$ cat src/rtl/attack_cam_pkg.sv
// Shared types and constants for the ARP-attack CAM writer.
package attack_cam_pkg;

  localparam int                   MAC_WIDTH      = 48;
  localparam logic [MAC_WIDTH-1:0] EMPTY_MAC      = '0;
  localparam int                   CAM_WR_LATENCY = 2;

  typedef enum logic [2:0] {
    CLEAR,
    IDLE,
    CHECK,
    EVAL,
    WRITE,
    WAIT
  } state_t;

endpackage

$ cat src/rtl/attack_cam_writer_if.sv
// Learn-request handshake, CAM write/compare port and status of the CAM writer.
interface attack_cam_writer_if
  import attack_cam_pkg::*;
#(
  parameter int LUT_DEPTH_BITS = 4
) ();

  logic                      learn_valid;
  logic [MAC_WIDTH-1:0]      learn_mac;
  logic                      learn_ready;
  logic                      learn_done;
  logic                      learn_dup;
  logic                      learn_drop;

  logic                      cam_busy;
  logic                      cam_match;
  logic [LUT_DEPTH_BITS-1:0] cam_match_addr;
  logic [MAC_WIDTH-1:0]      cam_cmp_din;
  logic [MAC_WIDTH-1:0]      cam_din;
  logic                      cam_we;
  logic [LUT_DEPTH_BITS-1:0] cam_wr_addr;

  logic [LUT_DEPTH_BITS:0]   entry_count;
  logic                      table_full;
  logic                      init_done;

  // Writer side
  modport slave (
    input  learn_valid, learn_mac, cam_busy, cam_match, cam_match_addr,
    output learn_ready, learn_done, learn_dup, learn_drop,
           cam_cmp_din, cam_din, cam_we, cam_wr_addr,
           entry_count, table_full, init_done
  );

  // Requester / CAM side
  modport master (
    output learn_valid, learn_mac, cam_busy, cam_match, cam_match_addr,
    input  learn_ready, learn_done, learn_dup, learn_drop,
           cam_cmp_din, cam_din, cam_we, cam_wr_addr,
           entry_count, table_full, init_done
  );

endinterface

$ cat src/rtl/attack_cam_writer.sv
// Programs trusted source MACs into the shared detection CAM with duplicate check.
// Define ATTACK_CAM_REPLACE_EN to overwrite the oldest entry when the table is full.
module attack_cam_writer
  import attack_cam_pkg::*;
#(
  parameter int LUT_DEPTH_BITS = 4,
  parameter int LUT_DEPTH      = 2**LUT_DEPTH_BITS
) (
  input  logic               clk,
  input  logic               reset,
  attack_cam_writer_if.slave bus
);

`ifdef ATTACK_CAM_REPLACE_EN
  localparam bit REPLACE_EN = 1'b1;
`else
  localparam bit REPLACE_EN = 1'b0;
`endif

  localparam logic [LUT_DEPTH_BITS:0]   FULL_COUNT = (LUT_DEPTH_BITS+1)'(LUT_DEPTH);
  localparam logic [LUT_DEPTH_BITS-1:0] LAST_ADDR  = LUT_DEPTH_BITS'(LUT_DEPTH-1);
  localparam logic [1:0]                WR_WAIT    = 2'(CAM_WR_LATENCY);

  state_t                    r_state, w_state_nxt;
  logic [MAC_WIDTH-1:0]      r_mac, w_mac_nxt;
  logic [MAC_WIDTH-1:0]      r_cmp_din, w_cmp_nxt;
  logic [MAC_WIDTH-1:0]      r_cam_din, w_din_nxt;
  logic                      r_cam_we, w_we_nxt;
  logic [LUT_DEPTH_BITS-1:0] r_cam_wr_addr, w_addr_nxt;
  logic [LUT_DEPTH_BITS-1:0] r_wr_ptr, w_ptr_nxt;
  logic [1:0]                r_wait_cnt, w_cnt_nxt;
  logic                      r_clr_wait, w_clr_wait_nxt;
  logic [LUT_DEPTH_BITS:0]   r_count, w_count_nxt;
  logic                      r_init_done, w_init_nxt;
  logic                      r_done, w_done_nxt;
  logic                      r_dup, w_dup_nxt;
  logic                      r_drop, w_drop_nxt;
  logic                      w_ready;
  logic                      w_full;
  logic                      w_unused;

  assign w_full   = (r_count == FULL_COUNT);
  // Ready is withheld in the done-pulse cycle so it always drops after an accept.
  assign w_ready  = (r_state == IDLE) && r_init_done && !r_done;
  assign w_unused = ^bus.cam_match_addr;

  always_comb begin
    w_state_nxt    = r_state;
    w_mac_nxt      = r_mac;
    w_cmp_nxt      = r_cmp_din;
    w_din_nxt      = r_cam_din;
    w_we_nxt       = 1'b0;
    w_addr_nxt     = r_cam_wr_addr;
    w_ptr_nxt      = r_wr_ptr;
    w_cnt_nxt      = r_wait_cnt;
    w_clr_wait_nxt = r_clr_wait;
    w_count_nxt    = r_count;
    w_init_nxt     = r_init_done;
    w_done_nxt     = 1'b0;
    w_dup_nxt      = 1'b0;
    w_drop_nxt     = 1'b0;
    case (r_state)
      CLEAR: begin
        if (!r_clr_wait) begin
          if (!bus.cam_busy) begin
            w_we_nxt       = 1'b1;
            w_din_nxt      = EMPTY_MAC;
            w_addr_nxt     = r_wr_ptr;
            w_cnt_nxt      = WR_WAIT;
            w_clr_wait_nxt = 1'b1;
          end
        end else if (r_wait_cnt != 2'd0) begin
          w_cnt_nxt = r_wait_cnt - 2'd1;
        end else if (!bus.cam_busy) begin
          // Pointer wraps back to 0 after the last address, ready for learning.
          w_ptr_nxt      = r_wr_ptr + LUT_DEPTH_BITS'(1);
          w_clr_wait_nxt = 1'b0;
          if (r_wr_ptr == LAST_ADDR) begin
            w_init_nxt  = 1'b1;
            w_state_nxt = IDLE;
          end
        end
      end
      IDLE: begin
        if (bus.learn_valid && w_ready) begin
          if (bus.learn_mac == EMPTY_MAC) begin
            w_done_nxt = 1'b1;
            w_drop_nxt = 1'b1;
          end else begin
            w_mac_nxt   = bus.learn_mac;
            w_cmp_nxt   = bus.learn_mac;
            w_state_nxt = CHECK;
          end
        end
      end
      CHECK: w_state_nxt = EVAL;
      EVAL: begin
        if (bus.cam_match) begin
          w_done_nxt  = 1'b1;
          w_dup_nxt   = 1'b1;
          w_state_nxt = IDLE;
        end else if (w_full && !REPLACE_EN) begin
          w_done_nxt  = 1'b1;
          w_drop_nxt  = 1'b1;
          w_state_nxt = IDLE;
        end else if (!bus.cam_busy) begin
          w_we_nxt    = 1'b1;
          w_din_nxt   = r_mac;
          w_addr_nxt  = r_wr_ptr;
          w_cnt_nxt   = WR_WAIT;
          w_state_nxt = WAIT;
        end else begin
          w_state_nxt = WRITE;
        end
      end
      WRITE: begin
        if (!bus.cam_busy) begin
          w_we_nxt    = 1'b1;
          w_din_nxt   = r_mac;
          w_addr_nxt  = r_wr_ptr;
          w_cnt_nxt   = WR_WAIT;
          w_state_nxt = WAIT;
        end
      end
      WAIT: begin
        if (r_wait_cnt != 2'd0) begin
          w_cnt_nxt = r_wait_cnt - 2'd1;
        end else if (!bus.cam_busy) begin
          w_done_nxt  = 1'b1;
          w_ptr_nxt   = r_wr_ptr + LUT_DEPTH_BITS'(1);
          w_state_nxt = IDLE;
          if (!w_full) w_count_nxt = r_count + (LUT_DEPTH_BITS+1)'(1);
        end
      end
      default: w_state_nxt = CLEAR;
    endcase
  end

  always_ff @(posedge clk or negedge reset) begin
    if (!reset) begin
      r_state       <= CLEAR;
      r_mac         <= EMPTY_MAC;
      r_cmp_din     <= EMPTY_MAC;
      r_cam_din     <= EMPTY_MAC;
      r_cam_we      <= 1'b0;
      r_cam_wr_addr <= '0;
      r_wr_ptr      <= '0;
      r_wait_cnt    <= 2'd0;
      r_clr_wait    <= 1'b0;
      r_count       <= '0;
      r_init_done   <= 1'b0;
      r_done        <= 1'b0;
      r_dup         <= 1'b0;
      r_drop        <= 1'b0;
    end else begin
      r_state       <= w_state_nxt;
      r_mac         <= w_mac_nxt;
      r_cmp_din     <= w_cmp_nxt;
      r_cam_din     <= w_din_nxt;
      r_cam_we      <= w_we_nxt;
      r_cam_wr_addr <= w_addr_nxt;
      r_wr_ptr      <= w_ptr_nxt;
      r_wait_cnt    <= w_cnt_nxt;
      r_clr_wait    <= w_clr_wait_nxt;
      r_count       <= w_count_nxt;
      r_init_done   <= w_init_nxt;
      r_done        <= w_done_nxt;
      r_dup         <= w_dup_nxt;
      r_drop        <= w_drop_nxt;
    end
  end

  assign bus.learn_ready = w_ready;
  assign bus.learn_done  = r_done;
  assign bus.learn_dup   = r_dup;
  assign bus.learn_drop  = r_drop;
  assign bus.cam_cmp_din = r_cmp_din;
  assign bus.cam_din     = r_cam_din;
  assign bus.cam_we      = r_cam_we;
  assign bus.cam_wr_addr = r_cam_wr_addr;
  assign bus.entry_count = r_count;
  assign bus.table_full  = w_full;
  assign bus.init_done   = r_init_done;

endmodule

$ cat src/flat_wrapper.sv
// flat-port wrapper written by rule: the top's interface ports become plain ports
module attack_cam_writer_flat import attack_cam_pkg::*;
#(
  parameter int LUT_DEPTH_BITS = 4,
  parameter int LUT_DEPTH      = 2**LUT_DEPTH_BITS
)
  (clk, reset, bus_learn_valid, bus_learn_mac, bus_cam_busy, bus_cam_match, bus_cam_match_addr, bus_learn_ready, bus_learn_done, bus_learn_dup, bus_learn_drop, bus_cam_cmp_din, bus_cam_din, bus_cam_we, bus_cam_wr_addr, bus_entry_count, bus_table_full, bus_init_done);
  attack_cam_writer_if #(.LUT_DEPTH_BITS(LUT_DEPTH_BITS)) bus_i ();
  input  logic clk;
  input  logic reset;
  input wire logic [$bits(bus_i.learn_valid)-1:0] bus_learn_valid;
  input wire logic [$bits(bus_i.learn_mac)-1:0] bus_learn_mac;
  input wire logic [$bits(bus_i.cam_busy)-1:0] bus_cam_busy;
  input wire logic [$bits(bus_i.cam_match)-1:0] bus_cam_match;
  input wire logic [$bits(bus_i.cam_match_addr)-1:0] bus_cam_match_addr;
  output wire logic [$bits(bus_i.learn_ready)-1:0] bus_learn_ready;
  output wire logic [$bits(bus_i.learn_done)-1:0] bus_learn_done;
  output wire logic [$bits(bus_i.learn_dup)-1:0] bus_learn_dup;
  output wire logic [$bits(bus_i.learn_drop)-1:0] bus_learn_drop;
  output wire logic [$bits(bus_i.cam_cmp_din)-1:0] bus_cam_cmp_din;
  output wire logic [$bits(bus_i.cam_din)-1:0] bus_cam_din;
  output wire logic [$bits(bus_i.cam_we)-1:0] bus_cam_we;
  output wire logic [$bits(bus_i.cam_wr_addr)-1:0] bus_cam_wr_addr;
  output wire logic [$bits(bus_i.entry_count)-1:0] bus_entry_count;
  output wire logic [$bits(bus_i.table_full)-1:0] bus_table_full;
  output wire logic [$bits(bus_i.init_done)-1:0] bus_init_done;
  assign bus_i.learn_valid = bus_learn_valid;
  assign bus_i.learn_mac = bus_learn_mac;
  assign bus_i.cam_busy = bus_cam_busy;
  assign bus_i.cam_match = bus_cam_match;
  assign bus_i.cam_match_addr = bus_cam_match_addr;
  assign bus_learn_ready = bus_i.learn_ready;
  assign bus_learn_done = bus_i.learn_done;
  assign bus_learn_dup = bus_i.learn_dup;
  assign bus_learn_drop = bus_i.learn_drop;
  assign bus_cam_cmp_din = bus_i.cam_cmp_din;
  assign bus_cam_din = bus_i.cam_din;
  assign bus_cam_we = bus_i.cam_we;
  assign bus_cam_wr_addr = bus_i.cam_wr_addr;
  assign bus_entry_count = bus_i.entry_count;
  assign bus_table_full = bus_i.table_full;
  assign bus_init_done = bus_i.init_done;
  attack_cam_writer #(.LUT_DEPTH_BITS(LUT_DEPTH_BITS), .LUT_DEPTH(LUT_DEPTH)) u_core (.clk(clk), .reset(reset), .bus(bus_i));
endmodule
$ cat config.mk
export PLATFORM = sky130hd
export DESIGN_NAME = attack_cam_writer_flat
export DESIGN_NICKNAME = d
export VERILOG_FILES = /design/src/rtl/attack_cam_pkg.sv /design/src/rtl/attack_cam_writer_if.sv /design/src/rtl/attack_cam_writer.sv /design/src/flat_wrapper.sv
export SDC_FILE = /design/constraint.sdc
export NUM_CORES = 1
export LEC_CHECK = 0
export BUFFER_PORTS_ARGS = -buffer_cell sky130_fd_sc_hd__buf_2
export CORE_MARGIN = 3
export CORE_UTILIZATION = 23
export DETAILED_ROUTE_END_ITERATION = 12
export MAX_ROUTING_LAYER = met4
export PLACE_DENSITY = 0.52
export SYNTH_ARGS = -nofsm -noshare
export SYNTH_HDL_FRONTEND = slang
export SYNTH_SLANG_ARGS = --single-unit
$ cat constraint.sdc
create_clock -name clk -period 6.6 [get_ports clk]
set_input_delay 0.33 -clock clk [delete_from_list [all_inputs] [get_ports clk]]
set_output_delay 0.33 -clock clk [all_outputs]
set_load 0.01 [all_outputs]
## Word level (Yosys, flattened, before mapping)

Index checks and enable logic that the tools add are counted.

| operators by class | value |
|---|---|
| $add $sub $neg | 3 |
| eq/ne operators | 19 |
| mux-type cells | 52 |
| bitwise gates (word level) | 4 |
| reduce and logical (&&, ||, !) cells | 18 |

Operators by type and width:

| cell | number |
|---|---|
| 48-bit 2-to-1 mux | 5 |
| 48-bit case mux with 3 select lines | 1 |
| 48-bit logical NOT | 1 |
| 3-bit 2-to-1 mux | 11 |
| 4-bit 2-to-1 mux | 7 |
| 2-bit inequality test, second input constant | 10 |
| 3-bit case mux with 6 select lines | 1 |
| 1-bit 2-to-1 mux | 16 |
| 4-bit case mux with 3 select lines | 1 |
| 2-bit 2-to-1 mux | 5 |
| 5-bit AND reduction | 2 |
| 9-bit AND reduction | 1 |
| 2-bit case mux with 4 select lines | 1 |
| 4-bit case mux with 2 select lines | 1 |
| 4-bit AND reduction | 2 |
| 3-bit by 2-bit equality test with 1-bit output, second input constant | 2 |
| 3-bit equality test, second input constant | 2 |
| 1-bit case mux with 3 select lines | 2 |
| 3-bit AND reduction | 2 |
| 5-bit by 1-bit adder with 5-bit output, second input constant | 1 |
| 5-bit equality test, second input constant | 1 |
| 4-bit by 1-bit adder with 4-bit output, second input constant | 1 |
| 4-bit equality test, second input constant | 1 |
| 2-bit by 1-bit inequality test with 1-bit output, second input constant | 2 |
| 11 further kinds | 17 |

| storage, ports and cells | value |
|---|---|
| bits in registers | 120 |
| bits of input ports | 57 |
| output and inout bits | 112 |
| word-level logic and storage cells | 109 |

## Logic depth before layout (Yosys ltp)

Gate-level depths: netlist of run 1.

| depth | value |
|---|---|
| word-level depth | 6 |
| gate-level depth with buffers | 9 |
| mapped depth without buffers | 7 |

## Worst setup path after synthesis of run 1

OpenSTA, ideal clock, no wires.

| path | value |
|---|---|
| kind | reg-to-reg |
| from | register u_core.r_count[0] (netlist: u_core.bus.entry_count[0]) |
| to | register u_core.r_cam_wr_addr[0] (netlist: u_core.bus.cam_wr_addr[0]) |
| setup time | 0.125 ns |
| data arrival time | 2.116 ns |
| data required time | 6.475 ns |
| slack | 4.359 ns |
| stages on the path, launching flop included | 9 |
| path buffers | 2 |
| period minus slack after synthesis | 2.241 ns |
| cell sequence | dfrtp_1 -> inv_1 -> ha_1 -> nor4bb_4 -> or4_4 -> a21oi_2 -> buf_4 -> buf_4 -> mux2_2 |

| between the ends | value |
|---|---|
| longest elaborated chain between the ends | 3 |

Ends and longest elaborated chain:

| what | RTL line | source |
|---|---|---|
| start, declared | attack_cam_writer.sv:33 | `logic [LUT_DEPTH_BITS:0] r_count, w_count_nxt;` |
| start signal, assigned | attack_cam_writer.sv:165 | `r_count <= w_count_nxt;` |
| 5-bit equality test | attack_cam_writer.sv:42 | `assign w_full = (r_count == FULL_COUNT);` |
| named net bus_table_full | flat_wrapper.sv:25 | `output wire logic [$bits(bus_i.table_full)-1:0] bus_table_full;` |
| 2-bit inequality test (no line) | n/a |  |
| 4-bit AND reduction (no line) | n/a |  |
| end signal, assigned | attack_cam_writer.sv:161 | `r_cam_wr_addr <= w_addr_nxt;` |
| end, declared | attack_cam_writer.sv:29 | `logic [LUT_DEPTH_BITS-1:0] r_cam_wr_addr, w_addr_nxt;` |

The timed path passes the listed nets, and every way through them passes these cells.
A chain may end at the register's enable or synchronous reset.

## Final worst setup path of run 1

| path | value |
|---|---|
| from | register u_core.r_count[0] (netlist: u_core.bus.entry_count[0]) |
| to | register u_core.r_cam_din[43] (netlist: u_core.bus.cam_din[43]) |

| between the ends | value |
|---|---|
| longest elaborated chain between the ends | 3 |

Ends and longest elaborated chain:

| what | RTL line | source |
|---|---|---|
| 5-bit equality test | attack_cam_writer.sv:42 |  |
| 2-bit inequality test (no line) | n/a |  |
| 5-bit AND reduction (no line) | n/a |  |
| end signal, assigned | attack_cam_writer.sv:159 | `r_cam_din <= w_din_nxt;` |
| end, declared | attack_cam_writer.sv:27 | `logic [MAC_WIDTH-1:0] r_cam_din, w_din_nxt;` |

No other way between the ends.

==> results of run 1 <==
per-stage QoR:
stage / hold WS, ns / instances / power [uW]
final: 0.161 / 890 / 2330
after global routing: 0.156 / 890 / 2460
after CTS: 0.131 / 889 / 2370
after detailed placement: 0.321 / 856 / 1450
after global placement: 0.325 / 856 / 1440
after floorplan: 0.0344 / 437 / 1250
per-layer routing:
| metal | global-route usage, % | part of all wire (%) | routed length (microns) |
|---|---|---|---|
| met1 | 16.1 | 47 | 6480 |
| met2 | 18.3 | 46 | 6290 |
| met3 | 3.99 | 5.9 | 802 |
| met4 | 2.93 | 0.87 | 119 |
| met5 | - | 0 | 0 |
worst max-delay path: cells and delay by family (launching register included):
family                     cells  cell delay [ns]
buffers and inverters          2             0.70
adders and majority gates      1             0.20
AOI/OAI and AO/OA              2             0.96
DFF                            1             0.38
and+or+nand+nor                2             0.71
registers in the layout (all words and copies together), names as in the netlist, 2 cells and up:
| register | flops |
|---|---|
| u_core.r_mac | 48 |
| u_core.r_wr_ptr | 4 |
| u_core.bus.cam_din | 48 |
| u_core.bus.cam_wr_addr | 4 |
| u_core.r_wait_cnt | 2 |
| u_core.r_state | 3 |
| u_core.bus.entry_count | 5 |
where the power goes:
group	leakage (uW)	switching, uW	internal [uW]
Sequential	0.00163	102	843
Clock	0.000271	327	576
Combinational	0.00146	274	206
synthesized netlist by cell type:
master and number:
buf_2 11, dfrtp_1 120, and4_1 1, o21a_1 2
o21bai_1 1, xor2_1 2, mux2_2 50, nor2b_1 1
clkbuf_1 11, a21oi_1 4, o22ai_1 1, nand2_1 16
a211o_1 2, o22a_1 1, xnor2_1 5, ha_1 3
and3_1 3, nor4_1 14, buf_4 2, nand3_1 51
nor4bb_4 1, nand4_1 4, a21o_1 2, nor2_1 7
a211oi_1 1, nor3_1 2, o21ai_0 54, nand2b_1 1
nor3b_1 3, mux2_1 3, or4b_1 1, or4_4 1
a21oi_2 2, inv_1 54
final cells by class:
class | count | share of cell area, %
inverters | 54 | 3.04
repair buffers | 169 | 13.0
clock inverters | 7 | 1.41
diodes | 1 | 0.0376
flip-flops and latches | 120 | 45.1
multi-input cells | 239 | 25.1
clock buffers | 25 | 7.14
well taps | 275 | 5.17
final timing paths:
path,start,to,cells after the start
worst max-delay path,u_core.bus.entry_count[0],u_core.bus.cam_din[43],7
worst min register to register,u_core.bus.init_done,u_core.bus.init_done,1
max in group asynchronous,reset,u_core.r_mac[36],3
min in group asynchronous,reset,u_core.r_mac[32],2
worst max register to register,u_core.bus.entry_count[0],u_core.bus.cam_din[43],7
worst min-delay path,bus_cam_match,u_core.bus.learn_drop,2
cells by family after synthesis:
group / after synthesis / synth area share (%)
AND/OR/NAND/NOR: 106 / 11.5
AO/OA/AOI/OAI: 70 / 7.75
XOR/XNOR: 7 / 1.23
flip-flops: 120 / 60.4
buffers and inverters: 78 / 6.32
adder cells (fa/ha/maj): 3 / 0.755
multiplexers: 53 / 12.0
repair_timing:
item,4_1_cts,5_1_grt
gates resized for setup,0,0
hold buffers,1,0
endpoints found under the hold margin,55,0
==> results.sh, run 1 <==
export IMPL_clk_pin_slew_ns=0.06
export IMPL_ff2ff_setup_slack_ns=3.45
export IMPL_rsz0062_at_grt="no"
export IMPL_worstSetupPathType="reg2reg"
export IMPL_grt_pass1_wl_microns=21900
export IMPL_rows=53
export IMPL_wl_per_cell_microns=15.4
export IMPL_ys_seq_elements=120
export IMPL_cts_tree="yes"
export IMPL_vias=3859
export IMPL_required_ns=6.84
export IMPL_cts_sinks=120
export IMPL_final_nets=661
export IMPL_track_usage_pct=12.2
export IMPL_final_common_cell="buf_2"
export IMPL_drc=0
export IMPL_drive_above_1_share_pct=40.6
export IMPL_relSlewSlack_pct=38.7
export IMPL_drtIter0Drc=140
export IMPL_synth_seq_area_share_pct=60.4
export IMPL_synth_area_sq_um=4970
export IMPL_grt_pass1_vias=3810
export IMPL_skew_ns=0.00794
export IMPL_status="completed"
export IMPL_synthToLayoutAreaGrowth_pct=34.0
export IMPL_synthDistinctLibCells=34
export IMPL_avgSynthCellArea_sq_um=11.4
export IMPL_die_w_microns=153
export IMPL_pin_count=169
export IMPL_fmax_mhz=317
export IMPL_tightestPinTransition_ns=0.917
export IMPL_postPlaceCellArea_sq_um=6080
export IMPL_fin_setup_tns_ns=0
export IMPL_vias_per_cell=4.34
export IMPL_synth_fp_nets=497
export IMPL_worst_setup_path_end_kind="register"
export IMPL_yosys_warnings=0
export IMPL_antenna_left=0
export IMPL_hpwlAfterDp_microns=9480
export IMPL_synthCells=437
export IMPL_place_ws_ns=3.41
export IMPL_finalCriticalPeriod_ns=3.15
export IMPL_critPathSlowestCell="a21oi_4"
export IMPL_die_y_microns=153
export IMPL_insertion_delay_ns=0.40
export IMPL_path_cells="inv_1 > ha_1 > nor4bb_4 > or4_4 > a21oi_4 > buf_4 > o21ai_0"
export IMPL_crit_fanout=63
export IMPL_finalHoldViolCount=0
export IMPL_cpPeakStageDelay_ns=0.75
export IMPL_setup_violations_final=0
export IMPL_worstPathArrival_ns=3.40
export IMPL_antenna_found_initial=1
export IMPL_routed_wl_microns=13700
export IMPL_hold_class="in2reg"
export IMPL_seq_area_sq_um=3000
export IMPL_place_congestion=0.775
export IMPL_fillers=2204
export IMPL_synth_area_top_cells="dfrtp_1 (60%), mux2_2 (11%), o21ai_0 (5.4%)"
export IMPL_h_tree_depth=4
export IMPL_initial_utilization_pct=23.5
export IMPL_p_per_area_nw_per_um2=349
export IMPL_die_area_sq_um=23400
export IMPL_worst_slack_ns=3.45
export IMPL_vdd_drop_max_v=0.000156
export IMPL_cts_setup_buffers=0
export IMPL_cp_start_kind="register"
export IMPL_cap_viol_max_count=0
export IMPL_total_leakage_power_uw=0.00336
export IMPL_port_buffer_count=164
export IMPL_period_share_pct=47.8
export IMPL_synth_top_area_share_pct=60.4
export IMPL_gr_total_overflow=0
export IMPL_finalInstanceArea_sq_um=6660
export IMPL_slew_viol_final=0
export IMPL_multiInputGateArea_sq_um=1670
export IMPL_grt_max_degree=66
export IMPL_cts_buffers=17
export IMPL_dr_pass1_iters=4
export IMPL_coreArea_sq_um=21200
export IMPL_clk_path_buf_depth=2
export IMPL_utilization_pct=31.5
export IMPL_final_cell_mix="buf_2 (163), dfrtp_1 (120), inv_1 (54), o21ai_0 (54), nand3_1 (51)"
export IMPL_yosysTopAreaCell="dfrtp_1"
export IMPL_cts_root_buf="clkbuf_16"
(Power assumes the default switching activity.)
==> run 2, diff against run 1 <==
--- a/config.mk
+++ b/config.mk
@@ -10,7 +10,7 @@
 export CORE_UTILIZATION = 23
 export DETAILED_ROUTE_END_ITERATION = 12
 export MAX_ROUTING_LAYER = met4
-export PLACE_DENSITY = 0.52
+export PLACE_DENSITY = 0.53
 export SYNTH_ARGS = -nofsm -noshare
 export SYNTH_HDL_FRONTEND = slang
 export SYNTH_SLANG_ARGS = --single-unit
==> constraint.sdc (replaced) <==
create_clock -name clk -period 2.75 [get_ports clk]
set_input_delay 0.1375 -clock clk [delete_from_list [all_inputs] [get_ports clk]]
set_output_delay 0.1375 -clock clk [all_outputs]
set_load 0.01 [all_outputs]
==> run 2 against run 1 <==
  * Cell count grew 6.0%
  * Sequential share of layout area decreased by 4.0 points
  * Clock power grew to 2.6 times the previous value
  * Clock-buffer cell count shrank 3
  * Fmax rose by 37%
  * Non-clock buffer count grew 54
  * Highest routed layer unchanged
==> results.sh, run 2 (same netlist as run 1, synthesis figures left out) <==
export IMPL_grt_busiest_layer="met2"
export IMPL_switching_share_pct=29.5
export IMPL_skew_ns=0.00955
export IMPL_hold_class="in2reg"
export IMPL_grt_pass1_vias=4207
export IMPL_finalCriticalPeriod_ns=2.30
export IMPL_grt_util_met2_pct=19.1
export IMPL_path_cells="inv_1 > ha_1 > nor4bb_4 > or4_4 > a21oi_4 > buf_12 > nand3_1 > o21ai_0"
export IMPL_antenna_left=0
export IMPL_worstPathArrival_ns=2.62
export IMPL_clkPwrFrac_pct=40.1
export IMPL_cts_setup_buffers=0
export IMPL_cap_viol_max_count=0
export IMPL_worst_slack_ns=0.449
export IMPL_hpwlAfterDp_microns=9450
export IMPL_die_w_microns=153
export IMPL_cts_buffers=17
export IMPL_grt_util_met1_pct=16.9
export IMPL_cts_root_buf="clkbuf_16"
export IMPL_drtIter0Drc=190
export IMPL_vias=4055
export IMPL_cts_sinks=120
export IMPL_utilization_pct=34.5
export IMPL_required_ns=3.07
export IMPL_place_ws_ns=0.428
export IMPL_cp_start_kind="register"
export IMPL_critPathSlowestCell="or4_4"
export IMPL_diodes=0
export IMPL_drc=0
export IMPL_use_met3_pct=4.13
export IMPL_r2r_cells=8
export IMPL_track_usage_pct=12.8
export IMPL_final_cell_mix="buf_2 (163), dfrtp_1 (120), inv_1 (54), o21ai_0 (54), nand3_1 (51)"
export IMPL_drive_above_1_share_pct=39.1
export IMPL_period_share_pct=83.7
export IMPL_finalHoldViolCount=0
export IMPL_routed_wl_microns=14200
export IMPL_die_area_sq_um=23400
export IMPL_insertion_delay_ns=0.41
export IMPL_rows=53
export IMPL_fmax_mhz=435
export IMPL_gr_total_overflow=0
export IMPL_instances_no_fill=943
export IMPL_cts_tree="yes"
export IMPL_postPlaceCellArea_sq_um=6180
export IMPL_grt_max_degree=121
export IMPL_synthToLayoutAreaGrowth_pct=47.0
export IMPL_slew_viol_final=0
export IMPL_initial_utilization_pct=23.5
export IMPL_p_switching_uw=1750
export IMPL_relSlewSlack_pct=54.5
export IMPL_clk_pin_slew_ns=0.06
export IMPL_final_common_cell="buf_2"
export IMPL_vdd_drop_max_v=0.000374
export IMPL_crit_fanout=54
export IMPL_rsz0062_at_grt="no"
export IMPL_min_from="bus_learn_mac[23]"
export IMPL_r2r_start="u_core.bus.entry_count[0]"
export IMPL_h_tree_depth=4
export IMPL_p_int_uw=4170
export IMPL_pin_count=169
export IMPL_port_buffer_count=164
export IMPL_placed_cells=862
export IMPL_vias_per_cell=4.30
export IMPL_fin_setup_tns_ns=0
export IMPL_pwr_share_seq_pct=37.9
export IMPL_place_congestion=0.774
export IMPL_grt_pass1_wl_microns=23200
export IMPL_endpoint="u_core.bus.cam_din[6]"
export IMPL_worst_setup_path_end_kind="register"
export IMPL_p_per_area_nw_per_um2=810
export IMPL_coreArea_sq_um=21200
export IMPL_die_y_microns=153
export IMPL_wl_per_cell_microns=15.1
export IMPL_total_leakage_power_uw=0.00363
export IMPL_final_nets=715
export IMPL_tightestPinTransition_ns=0.676
export IMPL_cpPeakStageDelay_ns=0.53
export IMPL_status="completed"
export IMPL_setup_violations_final=0
export IMPL_clk_path_buf_depth=2
export IMPL_dr_pass1_iters=4
export IMPL_combinationalPowerShare_pct=22.0
export IMPL_finalInstanceArea_sq_um=7310
export IMPL_timing_rr_end="u_core.bus.cam_din[6]"
export IMPL_worstSetupPathType="reg2reg"
export IMPL_antenna_found_initial=0
export IMPL_critical_path_startpoint="u_core.bus.entry_count[0]"
export IMPL_ctsResizeCount=0
export IMPL_ff2ff_setup_slack_ns=0.45
-- run 2: cell count changes in the layout (fill, tap and decap cells not counted) --
cell / delta
dlygate4sd3_1: +48
clkbuf_1: -6
buf_12: +5
clkbuf_8: +3
clkinvlp_4: +3
buf_4: +2
buf_6: -1
bufinv_16: +1
clkinv_2: -1
diode_2: -1
-- run 2: critical path: cells and delay by family (launching register included) --
kind,cells,cell delay (ns)
compound gates,2,0.44
simple gates,3,0.80
flops,1,0.39
fa+ha+maj,1,0.19
buf+inv,2,0.35
-- run 2: worst min path at each step --
stage | endpoint | slack [ns] | cells after the start
2_1_floorplan | u_core.bus.cam_din[0] | -0.16 | 0
3_3_place_gp | u_core.bus.cam_din[34] | 0.31 | 2
3_5_place_dp | u_core.bus.cam_din[34] | 0.31 | 2
4_1_cts | u_core.r_mac[47] | 0.002 | 2
5_1_grt | u_core.r_mac[23] | 0.04 | 2
6_report | u_core.r_mac[23] | 0.04 | 2
-- run 2: area by class of cell --
type,count,area [sq um]
clock buffer,22,494
sequential,120,3000
inverter,54,203
tap,275,344
clock inverter,10,141
multi-input combinational,239,1670
fill,2149,13800
timing repair buffer,223,1450
-- run 2: routing by layer --
layer	vias to the layer above	share of wire [%]	wire length (microns)
met4	0	1.3	187
met3	14	5.8	822
li1	1947	-	-
met2	134	46	6480
met5	-	0	0
met1	1960	47	6750
-- run 2: stage by stage --
| stage | power (uW) | hold WS (ns) |
|---|---|---|
| 5_1_grt | 6270 | 0.0421 |
| 3_5_place_dp | 3550 | 0.307 |
| 6_report | 5920 | 0.0425 |
| 2_1_floorplan | 2990 | -0.158 |
| 3_3_place_gp | 3540 | 0.308 |
| 4_1_cts | 6020 | 0.00242 |
-- run 2: what timing repair did --
action                     4_1_cts  5_1_grt
hold endpoints to repair       167        1
hold buffers                    48        1
setup endpoints to repair        0        0
-- run 2: power groups by stage --
| stage | clock [uW] | sequential (uW) | combinational [uW] |
|---|---|---|---|
| 6_report | 2370 | 2240 | 1300 |
| 5_1_grt | 2540 | 2280 | 1450 |
| 4_1_cts | 2440 | 2240 | 1330 |
| 3_5_place_dp | 0 | 2270 | 1280 |
| 3_3_place_gp | 0 | 2270 | 1270 |
| 2_1_floorplan | 0 | 2310 | 683 |
